===== src/rtl/div_issue_queue_pkg.sv =====
// Shared types for the divide issue queue: FSM state and the queued uop record.
package div_issue_queue_pkg;

  localparam int unsigned MWidth       = 32;
  localparam int unsigned LgRobEntries = 6;
  localparam int unsigned LgPrfEntries = 7;

  typedef enum logic [1:0] {
    Q_IDLE,
    Q_START,
    Q_BUSY
  } q_state_t;

  typedef struct packed {
    logic [MWidth-1:0]       srcA;
    logic [MWidth-1:0]       srcB;
    logic [LgRobEntries-1:0] rob_ptr;
    logic [LgPrfEntries-1:0] prf_ptr;
    logic                    is_signed;
    logic                    is_rem;
  } div_uop_t;

endpackage


===== src/rtl/div_issue_queue_fifo_ctrl.sv =====
// Head/tail/count bookkeeping for a power-of-two circular buffer with synchronous clear.
module div_issue_queue_fifo_ctrl #(
  parameter int unsigned LgN = 2
) (
  input  logic           clk_i,
  input  logic           rst_ni,
  input  logic           clear_i,
  input  logic           push_i,
  input  logic           pop_i,
  output logic [LgN-1:0] head_o,
  output logic [LgN-1:0] tail_o,
  output logic [LgN:0]   count_o,
  output logic           full_o,
  output logic           empty_o
);

  localparam logic [LgN:0] Depth = (LgN+1)'(1) << LgN;

  logic [LgN-1:0] head_q, head_d;
  logic [LgN-1:0] tail_q, tail_d;
  logic [LgN:0]   count_q, count_d;

  always_comb begin
    head_d  = head_q;
    tail_d  = tail_q;
    count_d = count_q;
    if (push_i) tail_d = tail_q + 1'b1;
    if (pop_i)  head_d = head_q + 1'b1;
    if (push_i && !pop_i) begin
      count_d = count_q + 1'b1;
    end else if (!push_i && pop_i) begin
      count_d = count_q - 1'b1;
    end
  end

  always_ff @(posedge clk_i) begin
    if (!rst_ni || clear_i) begin
      head_q  <= '0;
      tail_q  <= '0;
      count_q <= '0;
    end else begin
      head_q  <= head_d;
      tail_q  <= tail_d;
      count_q <= count_d;
    end
  end

  assign head_o  = head_q;
  assign tail_o  = tail_q;
  assign count_o = count_q;
  assign full_o  = (count_q == Depth);
  assign empty_o = (count_q == '0);

endmodule


===== src/rtl/div_issue_queue.sv =====
// In-order queue of pending divide uops feeding an iterative divider one op at a time.
module div_issue_queue
  import div_issue_queue_pkg::*;
#(
  parameter int unsigned LG_N = 2,
  parameter int unsigned W    = MWidth
) (
  input  logic                    clk,
  input  logic                    reset,
  input  logic                    flush,
  input  logic                    enq_valid,
  output logic                    enq_rdy,
  input  logic [W-1:0]            enq_srcA,
  input  logic [W-1:0]            enq_srcB,
  input  logic [LgRobEntries-1:0] enq_rob_ptr,
  input  logic [LgPrfEntries-1:0] enq_prf_ptr,
  input  logic                    enq_is_signed,
  input  logic                    enq_is_rem,
  input  logic                    div_complete,
  output logic                    start_div,
  output logic [W-1:0]            inA,
  output logic [W-1:0]            inB,
  output logic [LgRobEntries-1:0] rob_ptr_out,
  output logic [LgPrfEntries-1:0] prf_ptr_out,
  output logic                    is_signed_div,
  output logic                    is_rem,
  output logic [LG_N:0]           occupancy,
  output logic                    busy
);

  localparam int unsigned N = 1 << LG_N;

  logic [LG_N-1:0] head, tail;
  logic [LG_N:0]   count;
  logic            full, empty;
  logic            push, pop;

  q_state_t state_q;
  div_uop_t out_q;
  div_uop_t enq_uop;
  div_uop_t mem_q [N];

  // No bypass: a pop this cycle does not open a slot for this cycle's enqueue.
  assign push = enq_valid & ~full & ~flush;
  assign pop  = (state_q == Q_IDLE) & ~empty & ~flush;

  assign enq_uop = '{
    srcA:      enq_srcA,
    srcB:      enq_srcB,
    rob_ptr:   enq_rob_ptr,
    prf_ptr:   enq_prf_ptr,
    is_signed: enq_is_signed,
    is_rem:    enq_is_rem
  };

  div_issue_queue_fifo_ctrl #(
    .LgN(LG_N)
  ) u_fifo_ctrl (
    .clk_i  (clk),
    .rst_ni (reset),
    .clear_i(flush),
    .push_i (push),
    .pop_i  (pop),
    .head_o (head),
    .tail_o (tail),
    .count_o(count),
    .full_o (full),
    .empty_o(empty)
  );

  always_ff @(posedge clk) begin
    if (push) mem_q[tail] <= enq_uop;
  end

  always_ff @(posedge clk) begin
    if (!reset) begin
      state_q <= Q_IDLE;
      out_q   <= '0;
    end else begin
      case (state_q)
        Q_IDLE: begin
          if (pop) begin
            out_q   <= mem_q[head];
            state_q <= Q_START;
          end
        end
        // A flush here drops the popped uop before the divider ever sees it.
        Q_START: state_q <= flush ? Q_IDLE : Q_BUSY;
        // Flush does not abort an in-flight divide; the ROB squashes its result.
        Q_BUSY:  if (div_complete) state_q <= Q_IDLE;
        default: state_q <= Q_IDLE;
      endcase
    end
  end

  assign start_div     = (state_q == Q_START) & ~flush;
  assign inA           = out_q.srcA;
  assign inB           = out_q.srcB;
  assign rob_ptr_out   = out_q.rob_ptr;
  assign prf_ptr_out   = out_q.prf_ptr;
  assign is_signed_div = out_q.is_signed;
  assign is_rem        = out_q.is_rem;
  assign occupancy     = count;
  assign enq_rdy       = ~full;
  assign busy          = (state_q != Q_IDLE) | ~empty;

endmodule


===== config.mk =====
export PLATFORM = sky130hd
export DESIGN_NAME = div_issue_queue
export DESIGN_NICKNAME = d
export VERILOG_FILES = /design/src/rtl/div_issue_queue_pkg.sv /design/src/rtl/div_issue_queue_fifo_ctrl.sv /design/src/rtl/div_issue_queue.sv
export SDC_FILE = /design/constraint.sdc
export NUM_CORES = 1
export LEC_CHECK = 0
export BUFFER_PORTS_ARGS = -buffer_cell sky130_fd_sc_hd__buf_4
export CORE_MARGIN = 10
export CORE_UTILIZATION = 40
export CTS_CLUSTER_SIZE = 20
export DETAILED_ROUTE_END_ITERATION = 8
export PLACE_DENSITY = 0.59
export SLEW_MARGIN = 15
export SYNTH_ARGS = -nofsm -noshare
export SYNTH_HDL_FRONTEND = slang
export SYNTH_SLANG_ARGS = --single-unit

===== constraint.sdc =====
create_clock -name clk -period 5.2 [get_ports clk]
set_input_delay 0.26 -clock clk [delete_from_list [all_inputs] [get_ports clk]]
set_output_delay 0.26 -clock clk [all_outputs]
set_load 0.02 [all_outputs]

Word level (Yosys, flattened, before mapping)
Memory sizes are Yosys's and may differ from the RTL's. A register that Yosys moved wholly into a read port is not among the register bits. Cells that the tools add are included.

Register bits: 9. RAM bits: 316. Input bits: 84. Output and inout port bits: 85. Word-level logic and storage cells: 44. Memories: 1.

Memories: mem_q (depth 4, bits a word 79, rd ports 1, clocked after Yosys merged registers in 1, wr ports 1, RTL line div_issue_queue.sv:41) `div_uop_t mem_q [N];`.

Add/sub/neg operators: 4. Equality and inequality tests: 5. Multiplexer cells: 8. Bitwise logic cells: 9. Reductions and logical operators: 13.

Operators with widths (number): 2-bit two-way mux (3); 3-bit two-way mux (2); 2-bit case mux with 3 select lines (1); 1-bit AND (5); 2-bit by 1-bit adder with 2-bit output, second input constant (2); 1-bit zero test (4); 2-bit AND reduction (2); 2-bit nonzero test (2); 3-bit by 1-bit adder with 3-bit output, second input constant (1); 3-bit == test, second input constant (1); 3-bit zero test (1); 1-bit inverter (3); 3-bit by 1-bit subtractor with 3-bit output, second input constant (1); 2-bit by 1-bit == test with 1-bit output, second input constant (1); 2-bit == test, second input constant (1); 1-bit logical AND (2); 2-bit zero test (1); 1-bit two-way mux (2); 2-bit by 1-bit != test with 1-bit output, second input constant (1); 2-bit != test, second input constant (1); 1-bit logical OR (1); 1-bit bitwise OR (1).

Logic depth before layout (Yosys ltp)
Gate-level depths: netlist of run 1.

Word-level depth: 8. Mapped depth: 11. Depth with buffers taken out: 9.

By module
Synthesis of run 1 repeated with hierarchy kept, for this count alone.

Cells, all modules: 641. Area, all modules: 14204.9 sq um.

By module, submodules not included: div_issue_queue (instances 1, cells each 609, area each 13897.1 sq um, sequential area each 11110.7 sq um); div_issue_queue_fifo_ctrl (instances 1, cells each 32, area each 307.8 sq um, sequential area each 140.1 sq um).

Worst setup path before layout of run 1
No wires, ideal clock.

Path kind: register to register. Start: register u_fifo_ctrl.count_q[0], in the netlist u_fifo_ctrl.count_o[0]. End: memory mem_q[0][0] (netlist name), enable pin. Library setup time: 446 ps. Arrival time: 2838 ps. Required time: 4754 ps. Setup slack: 1916 ps. Cell stages (with the launch flop): 4. Buffers on the path: 0. Period minus slack after synthesis: 3284 ps. Cells stage by stage: dfxtp_1 -> nor3b_1 -> nor3_1 -> and2_1.

Cells in the longest elaborated chain, start to end: 6.

RTL lines: start: declaration (RTL line div_issue_queue_fifo_ctrl.sv:21) `logic [LgN:0] count_q, count_d;`; start signal: assignment (RTL line div_issue_queue_fifo_ctrl.sv:44) `count_q <= count_d;`; 3-bit == test (RTL line div_issue_queue_fifo_ctrl.sv:51) `assign full_o = (count_q == Depth);`; 1-bit inverter (RTL line div_issue_queue.sv:44) `assign push = enq_valid & ~full & ~flush;`; 1-bit AND (2 in series) (RTL line div_issue_queue.sv:44); named net push (RTL line div_issue_queue.sv:36) `logic push, pop;`; 1-bit two-way mux (RTL line div_issue_queue.sv:72) `if (push) mem_q[tail] <= enq_uop;`; 1-bit two-way mux (implied by the code) (RTL line div_issue_queue.sv:72); end: declaration (RTL line div_issue_queue.sv:41).

The timed path passes the listed nets, and every way through them passes these cells.

Worst setup path in the final report of run 1
Start: register u_fifo_ctrl.count_q[0], in the netlist u_fifo_ctrl.count_o[0]. End: register u_fifo_ctrl.count_q[2], in the netlist u_fifo_ctrl.count_o[2].

Cells in the longest elaborated chain, start to end: 7. Elaborated cells between the ends (all ways): 17. Classes of those cells: add/sub (2); eq/ne (1); mux (2); bitwise (6); reduce/logical (6).

RTL lines (RTL line): 3-bit == test / 3-bit zero test (equally long branches) (div_issue_queue_fifo_ctrl.sv:51, div_issue_queue_fifo_ctrl.sv:52); 1-bit inverter, on equally long branches (div_issue_queue.sv:44, div_issue_queue.sv:45); 1-bit AND, on equally long branches (2 in series) (div_issue_queue.sv:44, div_issue_queue.sv:45); 1-bit zero test, on equally long branches (div_issue_queue_fifo_ctrl.sv:31, div_issue_queue_fifo_ctrl.sv:29); 1-bit logical AND, on equally long branches (div_issue_queue_fifo_ctrl.sv:31, div_issue_queue_fifo_ctrl.sv:29); 2-bit nonzero test (no source line) / 3-bit two-way mux (equally long branches).

Parallel ways exist; a longest one is shown, timed or not. The select of a mux whose other input is x is not followed. A chain may end at the register's enable or synchronous reset.

==> results.txt, run 1 <==
- The cell count after synthesis came out at 736.
- Vias after detailed routing: 7,593
* # Post-CTS Setup Buffers: 0
* CTS buffer count: 41
- For this run, the leading register cell type out of synthesis is edfxtp_1.
- Number of clock sinks: 404
* Final #Nets: 1,080
- After synthesis the netlist holds a flip-flop and latch count of 404.
- Subtracting the final worst setup slack from the clock period gives 2.99 ns.
- Die H: 211 um
- The initialized floorplan defines 69 standard-cell rows.
* Reg area: 11,300 sq um
* Net count of the mapped netlist: 826
- After synthesis, the share of flip-flops with an asynchronous set or reset is 0%.
- Initial Util: 40.8%
- CTS placed an instance of clkbuf_16 at the clock tree root.
- Cells traversed along the worst timing path: nor3_1, nor2_4, inv_1, ha_1, inv_1, fa_1, xor2_1, or3_1, a21oi_1
- Routed wirelength normalized by instance count: 21.6 um
- Crit-path max FO: 30
- Largest stage delay on the critical path: 0.83 ns
- Leak pwr: 0.00618 uW
- Yosys Warn Count: 0
- Using the TritonRoute via totals, the vias-per-cell ratio works out to 5.12.
* Area of the multi-input gates: 3090 sq um
* H-tree depth: 2
- Summed over all layers, the global routing overflow is 0.
* Die boundary width: 211 um
- Core footprint: 35,800 sq um
- Total negative slack: 0 ns
- In this run the remaining antenna-violating nets after routing total 0.
- For the pin with the worst max-slew slack, the measured transition is 1.04 ns.
* Maximum buffer depth of the clock tree: 3
- Buffers placed on the I/O ports in this run total 168.
- Critical Path Slowest Stage Cell: nor3_1
- Area enclosed by the die boundary: 44,500 sq um
- Required time at the worst-slack endpoint: 5.65 ns
- The number of hold-slack violations in the final timing report is 0.
- Maximum frequency from static timing analysis: 0.334 GHz
- The first global-routing pass estimated 49.7 mm of wire.
- Overall power consumption after layout is estimated at 6900 uW.
- Data arrives at the worst endpoint at 3.44 ns.
* Layout cell share with drive strength beyond 1: 31.3%
- IO Pins: 169
* Wirelength, routed: 32.0 mm
* Clock Skew: 0.0148 ns
* Sequential area share after synthesis: 77.1%
- Violation count after the first detailed-routing iteration: 508
- Placer's final routability congestion estimate: 0.702
- Final core occ: 51.3%
- Synthesis-to-finish area growth: 26.0%
* Clock latency on the worst-skew pair: 0.53 ns
- Largest net degree at the start of global routing: 65
* Number of detailed-route iterations in the first pass: 4
- Unique cell type count in the Yosys netlist: 28
- IR drop worst, VDD: 0.000225 V
* Post-synthesis average cell area: 19.8 sq um
- Fill cells: 2,911
- In this run the worst hold path is classified as in2reg.
* Clock-pin slew of the registers on the worst-case setup and hold paths: 0.06 ns
* Status: completed
- Number of enable-type register cells in the synthesized netlist: 316
* Total power per unit cell area: 375 nW/um^2
- Headroom to the max-slew limit came out at 30.5%.
* Critical Path Sink Type: flop
- GRT Overall Usage: 14.4%
- Kind of launch point of the worst setup path: flop
- Setup violations remaining at the end of the flow were counted as 0.
* RSZ-0062 raised after global routing: no
* Most frequent cell on the critical path: inv_1
- After legalization and detailed placement, the total HPWL measured 18.3 mm.
- By startpoint and endpoint, the worst setup path is classified as reg2reg.
- TritonCTS built the clock tree.
* Max Transition Viols Final: 0
- The initial antenna violation count was 1.
- Synth Cell Area: 14,600 sq um
- Max-Cap Viols: 0
* Number of global-route vias before repair: 8,262
* Final period util: 57.5%
- After detailed routing, the number of remaining DRC violations is 0.
-- final timing paths --
| kind | slack, ns | cells after the start | from | endpoint |
|---|---|---|---|---|
| max reg2reg | 2.21 | 9 | u_fifo_ctrl.count_o[0]$_SDFFE_PP0P_ | u_fifo_ctrl.count_o[2]$_SDFFE_PP0P_ |
| max | 2.21 | 9 | u_fifo_ctrl.count_o[0]$_SDFFE_PP0P_ | u_fifo_ctrl.count_o[2]$_SDFFE_PP0P_ |
| min reg2reg | 0.46 | 2 | inB[21]$_SDFFE_PN0P_ | inB[21]$_SDFFE_PN0P_ |
| min | 0.04 | 3 | enq_valid | u_fifo_ctrl.tail_o[1]$_SDFFE_PP0P_ |
-- cell usage after synthesis (5+ instances only) --
master / number / area, sq um
mux4_2: 79 / 1780
buf_2: 13 / 65.1
o2bb2ai_1: 79 / 692
edfxtp_1: 316 / 9490
inv_1: 7 / 26.3
a21oi_1: 6 / 30.0
buf_6: 8 / 90.1
clkbuf_1: 22 / 82.6
ha_1: 5 / 62.6
nand2_1: 80 / 300
dfxtp_1: 88 / 1760
-- cell usage in the layout (no fill, tap or decap), drive strengths merged, types with 6 or more instances in the layout --
cell	n
edfxtp	316
dlygate4sd3	79
buf	177
inv	8
nand2	80
o2bb2ai	79
dfxtp	88
a21oi	6
clkbuf	67
mux4	79
-- cells by family after synthesis --
kind of cell	count (synthesis)	synth area share (%)
and+or+nand+nor	102	2.96
muxes	80	12.3
adders and majority gates	6	0.566
xor gates and xnor gates	2	0.120
AOI/OAI and AO/OA	90	5.13
buffers and inverters	52	1.91
DFF	404	77.1
-- what timing repair did --
action	CTS	global route
hold buffers	79	0
resized for setup	0	0
endpoints found under the hold margin	316	0
-- layer usage --
metal  vias to the layer above  global-route usage [%]  part of all wire, %
li1                       3465                       -                    -
met1                      3898                    19.3                   45
met2                       188                    23.6                   49
met3                        42                    2.94                  5.4
met4                         0                    3.75                  1.4
met5                         -                       0                    0
-- registers in the layout, summed over array words and instances, names as in the netlist --
register,count
rob_ptr_out,6
u_fifo_ctrl.tail_o,2
is_rem,1
inB,32
mem_q,316
prf_ptr_out,7
inA,32
u_fifo_ctrl.count_o,3
u_fifo_ctrl.head_o,2
is_signed_div,1
state_q,2
-- critical path, delay by kind of cell (launching register included) --
kind | cells | cell delay (ns)
AO/OA/AOI/OAI | 1 | 0.14
XOR/XNOR | 1 | 0.18
adder cells (fa/ha/maj) | 2 | 0.55
buffers and inverters | 2 | 0.19
flip-flops | 1 | 0.37
AND/OR/NAND/NOR | 3 | 1.49
-- cell type report --
class	instances	share of cell area, %
Antenna cell	1	0.0136
Sequential cell	404	61.2
Inverter	7	0.143
Timing Repair Buffer	256	11.7
Multi-Input combinational cell	280	16.8
Clock inverter	7	0.211
Tap cell	461	3.14
Clock buffer	67	6.83
-- metrics by stage --
stage	setup slack (ns)	cell area, sq um	hold WS, ns	instances
after global routing	1.96	18400	0.0260	1483
final	2.21	18400	0.0376	1483
after detailed placement	2.18	16300	0.454	1329
after floorplan	1.92	14600	0.359	736
after CTS	2.15	18400	0.0118	1482
after global placement	2.27	16300	0.450	1329
-- report_power, final --
group	switching, uW	internal [uW]
Combinational	257	227
Clock	1150	1650
Sequential	43.7	3570
Total	1450	5450
Note: power is estimated with default switching activity, not from simulation.
==> run 2, diff against run 1 <==
==> constraint.sdc (replaced) <==
create_clock -name clk -period 3 [get_ports clk]
set_input_delay 0.15 -clock clk [delete_from_list [all_inputs] [get_ports clk]]
set_output_delay 0.15 -clock clk [all_outputs]
set_load 0.02 [all_outputs]
==> results.txt, run 2 (synthesis results as in run 1) <==
- Type of the worst setup path: reg2reg
- Violation count after the first detailed-routing iteration: 371
- Buffers & Inverters on Critical Path: 1
- The most critical setup path has its endpoint at u_fifo_ctrl.count_o[2]$_SDFFE_PP0P_.
* Wirelength, routed: 31.6 mm
* Core footprint: 35,800 sq um
- IR analysis of the VDD net gives a maximum drop of 0.000495 V.
* Critical Path Slowest Stage Cell: nor3_1
* Critical Path Sink Type: flop
- For the pin with the worst max-slew slack, the measured transition is 0.863 ns.
* Max Transition Viols Final: 0
* Maximum buffer depth of the clock tree: 3
* Kind of launch point of the worst setup path: flop
- Once the clock tree was built, the setup fixing pass inserted 0 buffers.
- GRT Overall Usage: 14.2%
* Layout cell share with drive strength beyond 1: 32.1%
- Number of nets still failing antenna checks after routing: 0
- The number of hold-slack violations in the final timing report came to 0.
- Worst EP arrival: 2.89 ns
* Area enclosed by the die boundary: 44,500 sq um
- Maximum frequency from static timing analysis: 0.413 GHz
- The register with the most flip-flops in the layout has 316 of them.
* Path depth of the worst reg2reg path: 8
- Area of the multi-input gates: 3090 sq um
- IO Pins: 169
- Reg area: 11,300 sq um
- Final #Nets: 1,096
* Max-Cap Viols: 0
- Routed wirelength normalized by instance count: 21.0 um
- Entering global routing, the biggest net connects 80 pins.
* Clock latency on the worst-skew pair: 0.53 ns
- Counting tap cells, the placed design contains a total of 1,339 instances.
- Commonest non-fill, non-tap cell in the layout: edfxtp_1
- Status: completed
- In this run the number of H-tree levels came out at 2.
* Hold/Removal Path Class: in2reg
* CTS buffer count: 43
- Setup violations remaining at the end of the flow were counted as 0.
* Placer's final routability congestion estimate: 0.691
- Final non-filler cell area: 18,800 sq um
- Once the clock tree was built, the resizer swapped 0 gates to a different size.
- On the final layout, the worst clock skew is 0.0130 ns.
- In this run the tightest slew margin relative to its limit is 42.4%.
* Clock-pin slew of the registers on the worst-case setup and hold paths: 0.06 ns
- Final instance count without filler cells: 1,501
* Final period util: 80.8%
* Number of detailed-route iterations in the first pass: 4
* Most used cells in the layout excluding fill and tap cells: edfxtp_1 (316), buf_4 (175), dfxtp_1 (86), dlygate4sd3_1 (83), nand2_1 (80)
* Worst-case register-to-register setup slack: 0.58 ns
* Final core occ: 52.4%
- mem_q holds more flip-flops than any other register.
- The routed layout has 7,649 vias.
* Stages on worst setup path: 8
- Crit-path max FO: 5
- Initial Util: 40.8%
- Power spread over the standard cell area amounts to 662 nW/um^2.
* Placement-stage cell area: 16,500 sq um
- After layout, the minimum clock period comes to 2.42 ns.
* TritonCTS clock tree: yes
* Fill cells: 2,866
- Dividing the detail-routed via count by the number of cells gives 5.10.
- For this run, design rule violations remaining after detail routing come to 0.
* Number of global-route vias before repair: 8,103
* Buffers added on ports: 168
- Largest stage delay on the critical path: 0.46 ns
* CP Launch Point: u_fifo_ctrl.count_o[0]$_SDFFE_PP0P_
* Crit-path leading delay family: simple AND/OR/NAND/NOR gates
- Total negative slack: 0 ns
- Reg2Reg Launch Point: u_fifo_ctrl.count_o[0]$_SDFFE_PP0P_
* Cells traversed along the worst timing path: nor3b_1, nor3_1, ha_1, inv_1, fa_1, xor2_1, or3_1, a21oi_1
* Cell at the root of the clock tree: clkbuf_16
- The endpoint identified for the worst register-to-register timing path is u_fifo_ctrl.count_o[2]$_SDFFE_PP0P_.
- The die is 211 um tall.
- For this design the static power due to leakage is 0.00634 uW.
- Data on the critical path is required at its endpoint by 3.46 ns.
- RSZ-0062 raised after global routing: no
* Synthesis-to-finish area growth: 28.5%
- Remaining global-route overflow: 0
* HPWL after detailed placement: 17.9 mm
* Global-route wire length before repair: 48.8 mm
- Clock tree synthesis found a total of 404 sinks.
* Number of rows created at floorplan: 69
- Number of antenna violations at the first check in global routing: 1
- Die boundary width: 211 um
==> run 2: what timing repair did <==
action                                 in CTS  in global routing
setup endpoints to repair                   0                  0
endpoints found under the hold margin     320                  0
hold buffers                               83                  0
==> run 2: report_power, final <==
part	switching, uW	internal (uW)	total (uW)
sequential	75.5	6190	6270
combinational	451	421	873
clock	2070	3200	5270
==> run 2: metrics by stage <==
step | setup slack [ns] | hold WS [ns] | total power (uW)
final | 0.576 | 0.359 | 12400
after global routing | 0.316 | 0.349 | 12900
after CTS | 0.562 | 0.329 | 12600
after detailed placement | 0.585 | 0.353 | 7180
after global placement | 0.669 | 0.352 | 7160
after floorplan | 0.442 | 0.249 | 6780
==> run 2: final cells by class <==
class,count,area share [%]
flip-flops and latches,404,60.0
inverters,7,0.140
well taps,461,3.07
clock buffers,54,6.29
clock inverters,24,1.27
multi-input cells,280,16.5
diodes,1,0.0133
repair buffers,270,12.7
==> run 2: worst min-delay path by stage <==
stage	start	end	slack [ns]	cells after the start
after floorplan	enq_is_rem	mem_q[0][0]$_DFFE_PP_	0.25	0
after global placement	enq_srcA[22]	mem_q[2][69]$_DFFE_PP_	0.35	1
after detailed placement	enq_prf_ptr[0]	mem_q[0][2]$_DFFE_PP_	0.35	1
after CTS	enq_srcA[23]	mem_q[0][70]$_DFFE_PP_	0.33	2
after global routing	enq_srcB[6]	mem_q[0][21]$_DFFE_PP_	0.35	2
final	enq_srcB[2]	mem_q[0][17]$_DFFE_PP_	0.36	2
==> run 2: per-layer routing <==
metal	GRT usage [%]	wire length, um	up-vias
met2	23.5	15500	173
met4	3.77	493	0
li1	-	-	3514
met1	18.4	13900	3921
met3	3.46	1710	41
met5	0	0	-
==> run 3, diff against run 2 <==
--- a/config.mk
+++ b/config.mk
@@ -5,12 +5,13 @@
 export SDC_FILE = /design/constraint.sdc
 export NUM_CORES = 1
 export LEC_CHECK = 0
+export ABC_AREA = 1
 export BUFFER_PORTS_ARGS = -buffer_cell sky130_fd_sc_hd__buf_4
 export CORE_MARGIN = 10
 export CORE_UTILIZATION = 40
 export CTS_CLUSTER_SIZE = 20
 export DETAILED_ROUTE_END_ITERATION = 8
-export PLACE_DENSITY = 0.59
+export PLACE_DENSITY = 0.61
 export SLEW_MARGIN = 15
 export SYNTH_ARGS = -nofsm -noshare
 export SYNTH_HDL_FRONTEND = slang
==> constraint.sdc (replaced) <==
create_clock -name clk -period 2.21 [get_ports clk]
set_input_delay 0.1105 -clock clk [delete_from_list [all_inputs] [get_ports clk]]
set_output_delay 0.1105 -clock clk [all_outputs]
set_load 0.02 [all_outputs]
==> results.txt, run 3 <==
- In this run the static leakage power is 0.0100 uW.
* Number of global-route vias before repair: 11.7k
- Type of the worst setup path: reg2reg
* Worst EP arrival: 2.30 ns
- Largest net degree at the start of global routing: 162
- Share of synthesized cell area in and, or, nand and nor gates: 21.3%
- Wirelength, routed: 38.5 mm
* Number of rows created at floorplan: 75
- Path depth of the worst reg2reg path: 9
- Excluding fillers, the count of instances in the completed layout stands at 2,637.
- Power consumption: 18,200 uW
- Routability-driven placement finished with a final weighted congestion of 0.743.
- Crit-path max FO: 6
- Synth Cell Area: 17,000 sq um
* Number of clock sinks: 404
- In this run the worst hold path is classified as in2reg.
- Buffers added on ports: 168
- Global-route wire length before repair: 61.8 mm
- Final period util: 83.0%
* Violation count after the first detailed-routing iteration: 615
* Number of detailed-route iterations in the first pass: 5
* Number of failing setup endpoints in the final timing report: 0
- TritonCTS clock tree: yes
- Post-synth top area cell: edfxtp_1
- Synthesis produced 1,817 cells.
- In the final routed layout, each cell accounts on average for 14.6 um.
- Max Transition Viols Final: 0
- Layout cell share with drive strength beyond 1: 13.6%
* Clock Skew: 0.0250 ns
- The routed layout has 11.7k vias.
- Worst Tran Pin Value: 0.763 ns
- Kind of launch point of the worst setup path: flop
- The register with the most flip-flops in the layout has 316 of them.
- Sorting the synthesized cells by how often they occur yields nand2_1 (568), inv_1 (409), edfxtp_1 (316), nor2_1 (169), nand3_1 (164).
- After filler insertion, the fill cell instance count of the layout stands at 3,737.
* Area enclosed by the die boundary: 51,300 sq um
- Cell at the root of the clock tree: clkbuf_16
- Cell types with the largest area share after synthesis: edfxtp_1 (56%), nand2_1 (13%), dfxtp_1 (10%), inv_1 (9.0%), nand3_1 (4.8%)
- Worst rel slew slack: 49.1%
* Commonest non-fill, non-tap cell in the layout: nand2_1
* Synthesis-to-finish area growth: 25.5%
* Most used cells in the layout excluding fill and tap cells: nand2_1 (568), inv_1 (408), edfxtp_1 (316), buf_4 (173), nor2_1 (165)
- Post-synthesis compound-gate area fraction: 0.250%
* Status: completed
* Unique cell type count in the Yosys netlist: 23
* Maximum frequency from static timing analysis: 0.545 GHz
- By area, the combinational part of the netlist is dominated by simple AND/OR/NAND/NOR gates.
- Post-synth ARST share: 0%
- Setup repair after global routing left no endpoint under its margin.
* Number of placed cells counting well taps: 2,467
- Final core occ: 50.9%
* Vias per cell: 4.44
* Mux share of post-synthesis cell area: 0%
- Initial Util: 40.5%
- Adder-cell share of the synthesized area: 0.484%
* Required time at the worst-slack endpoint: 2.68 ns
* Hold Path Stages: 2
- Net count of the mapped netlist: 1,907
- Critical Path Slowest Stage Cell: fa_1
- Final #Nets: 2,149
- IO Pins: 169
- For this run, the leading register cell type out of synthesis is edfxtp_1.
- GRT Overall Usage: 15.2%
* Core footprint: 42,000 sq um
- Ranked by flip-flop count, first place goes to mem_q.
- Fraction of synthesized cell area in xor and xnor cells: 0%
- For this run, the slowest stage of the critical path takes 0.48 ns.
* Post-detailed-route DRC marker count: 0
- The H-tree was split into 2 levels.
- Clock-pin slew of the registers on the worst-case setup and hold paths: 0.06 ns
- STA classifies the critical path endpoint as a flop.
- No sink is reached through more buffers than the 3 on the longest clock path.
- Post-synthesis average cell area: 9.38 sq um
- IR drop worst, VDD: 0.000456 V
- Traced cell by cell, the critical path runs through inv_4, nand3_4, nand3_4, inv_1, ha_1, inv_1, fa_1, nor2_1, a211oi_1.
- Number of nets still failing antenna checks after routing: 0
* HPWL after detailed placement: 21.5 mm
- Die boundary width: 226 um
* Min Tclk post-route: 1.83 ns
- In this run, synthesis produced a sequential element count of 404.
- The share of the Yosys chip area taken by registers is 66.0%.
- Max-cap violations in this run came to 0.
- CTS buffer count: 45
- Number of antenna violations at the first check in global routing: 3
* Yosys Warn Count: 0
- The synthesized design contains 316 enable-type register cells.
- The most common cell in the synthesized netlist is nand2_1.
* Remaining global-route overflow: 0
- The later pin in the worst-skew pair is clocked with a latency of 0.56 ns.
* Total power per unit cell area: 849 nW/um^2
- Summed over its instances, the top area cell type makes up 55.7% of the synthesized netlist area.
- Hold violation total from the final report: 0
- In this run the vertical extent of the chip is 226 um.
## run 3: final cells by class
class	instances	area (sq um)	share of cell area, %
flip-flops and latches	404	11300	52.7
multi-input cells	920	3820	17.9
repair buffers	273	2460	11.5
inverters	415	1560	7.31
clock buffers	70	1390	6.52
well taps	539	674	3.15
clock inverters	14	208	0.971
diodes	2	5.00	0.0234
## run 3: power breakdown
group	total (uW)	switching, uW	leakage, uW	internal (uW)
clock	7860	2940	0.000783	4930
sequential	8600	121	0.00359	8480
combinational	1700	1020	0.00566	683
total	18200	4080	0.0100	14100
## run 3: cells by family after synthesis
kind of cell	after synthesis
AOI/OAI and AO/OA	8
adders and majority gates	6
buffers and inverters	493
DFF	404
and+or+nand+nor	906
## run 3: final timing paths
check / from / end / slack [ns]
max: u_fifo_ctrl.count_o[0]$_SDFFE_PP0P_ / u_fifo_ctrl.count_o[1]$_SDFFE_PP0P_ / 0.38
min: enq_srcA[26] / mem_q[1][73]$_DFFE_PP_ / 0.29
max reg2reg: u_fifo_ctrl.count_o[0]$_SDFFE_PP0P_ / u_fifo_ctrl.count_o[1]$_SDFFE_PP0P_ / 0.38
min reg2reg: inB[9]$_SDFFE_PN0P_ / inB[9]$_SDFFE_PN0P_ / 0.51
## run 3: metal layers
layer | track usage (%) | routed length, um
met1 | 18.2 | 16800
met2 | 27.0 | 19100
met3 | 3.10 | 1900
met4 | 4.41 | 707
met5 | 0 | 13
## run 3: through the flow
step                hold WS [ns]  cell area, sq um  TNS (ns)  setup WS (ns)
detailed placement         0.312             18900         0          0.378
CTS                        0.248             21400         0          0.340
global route               0.278             21400         0          0.225
finish                     0.286             21400         0          0.375
floorplan                  0.209             17100    -44.47         -0.157
global placement           0.310             18900         0          0.382
## run 3: worst max-delay path: cells and delay by family, from the launching register on
kind | cells | cell delay [ns]
fa+ha+maj | 2 | 0.65
flops | 1 | 0.37
simple gates | 3 | 0.29
buf+inv | 3 | 0.21
compound gates | 1 | 0.21
## run 3: repair_timing
action / in CTS / in global routing
setup buffers: 0 / 0
hold buffers: 84 / 0
endpoints found under the setup margin: 0 / 0
gates resized for setup: 0 / 0
endpoints found under the hold margin: 345 / 0
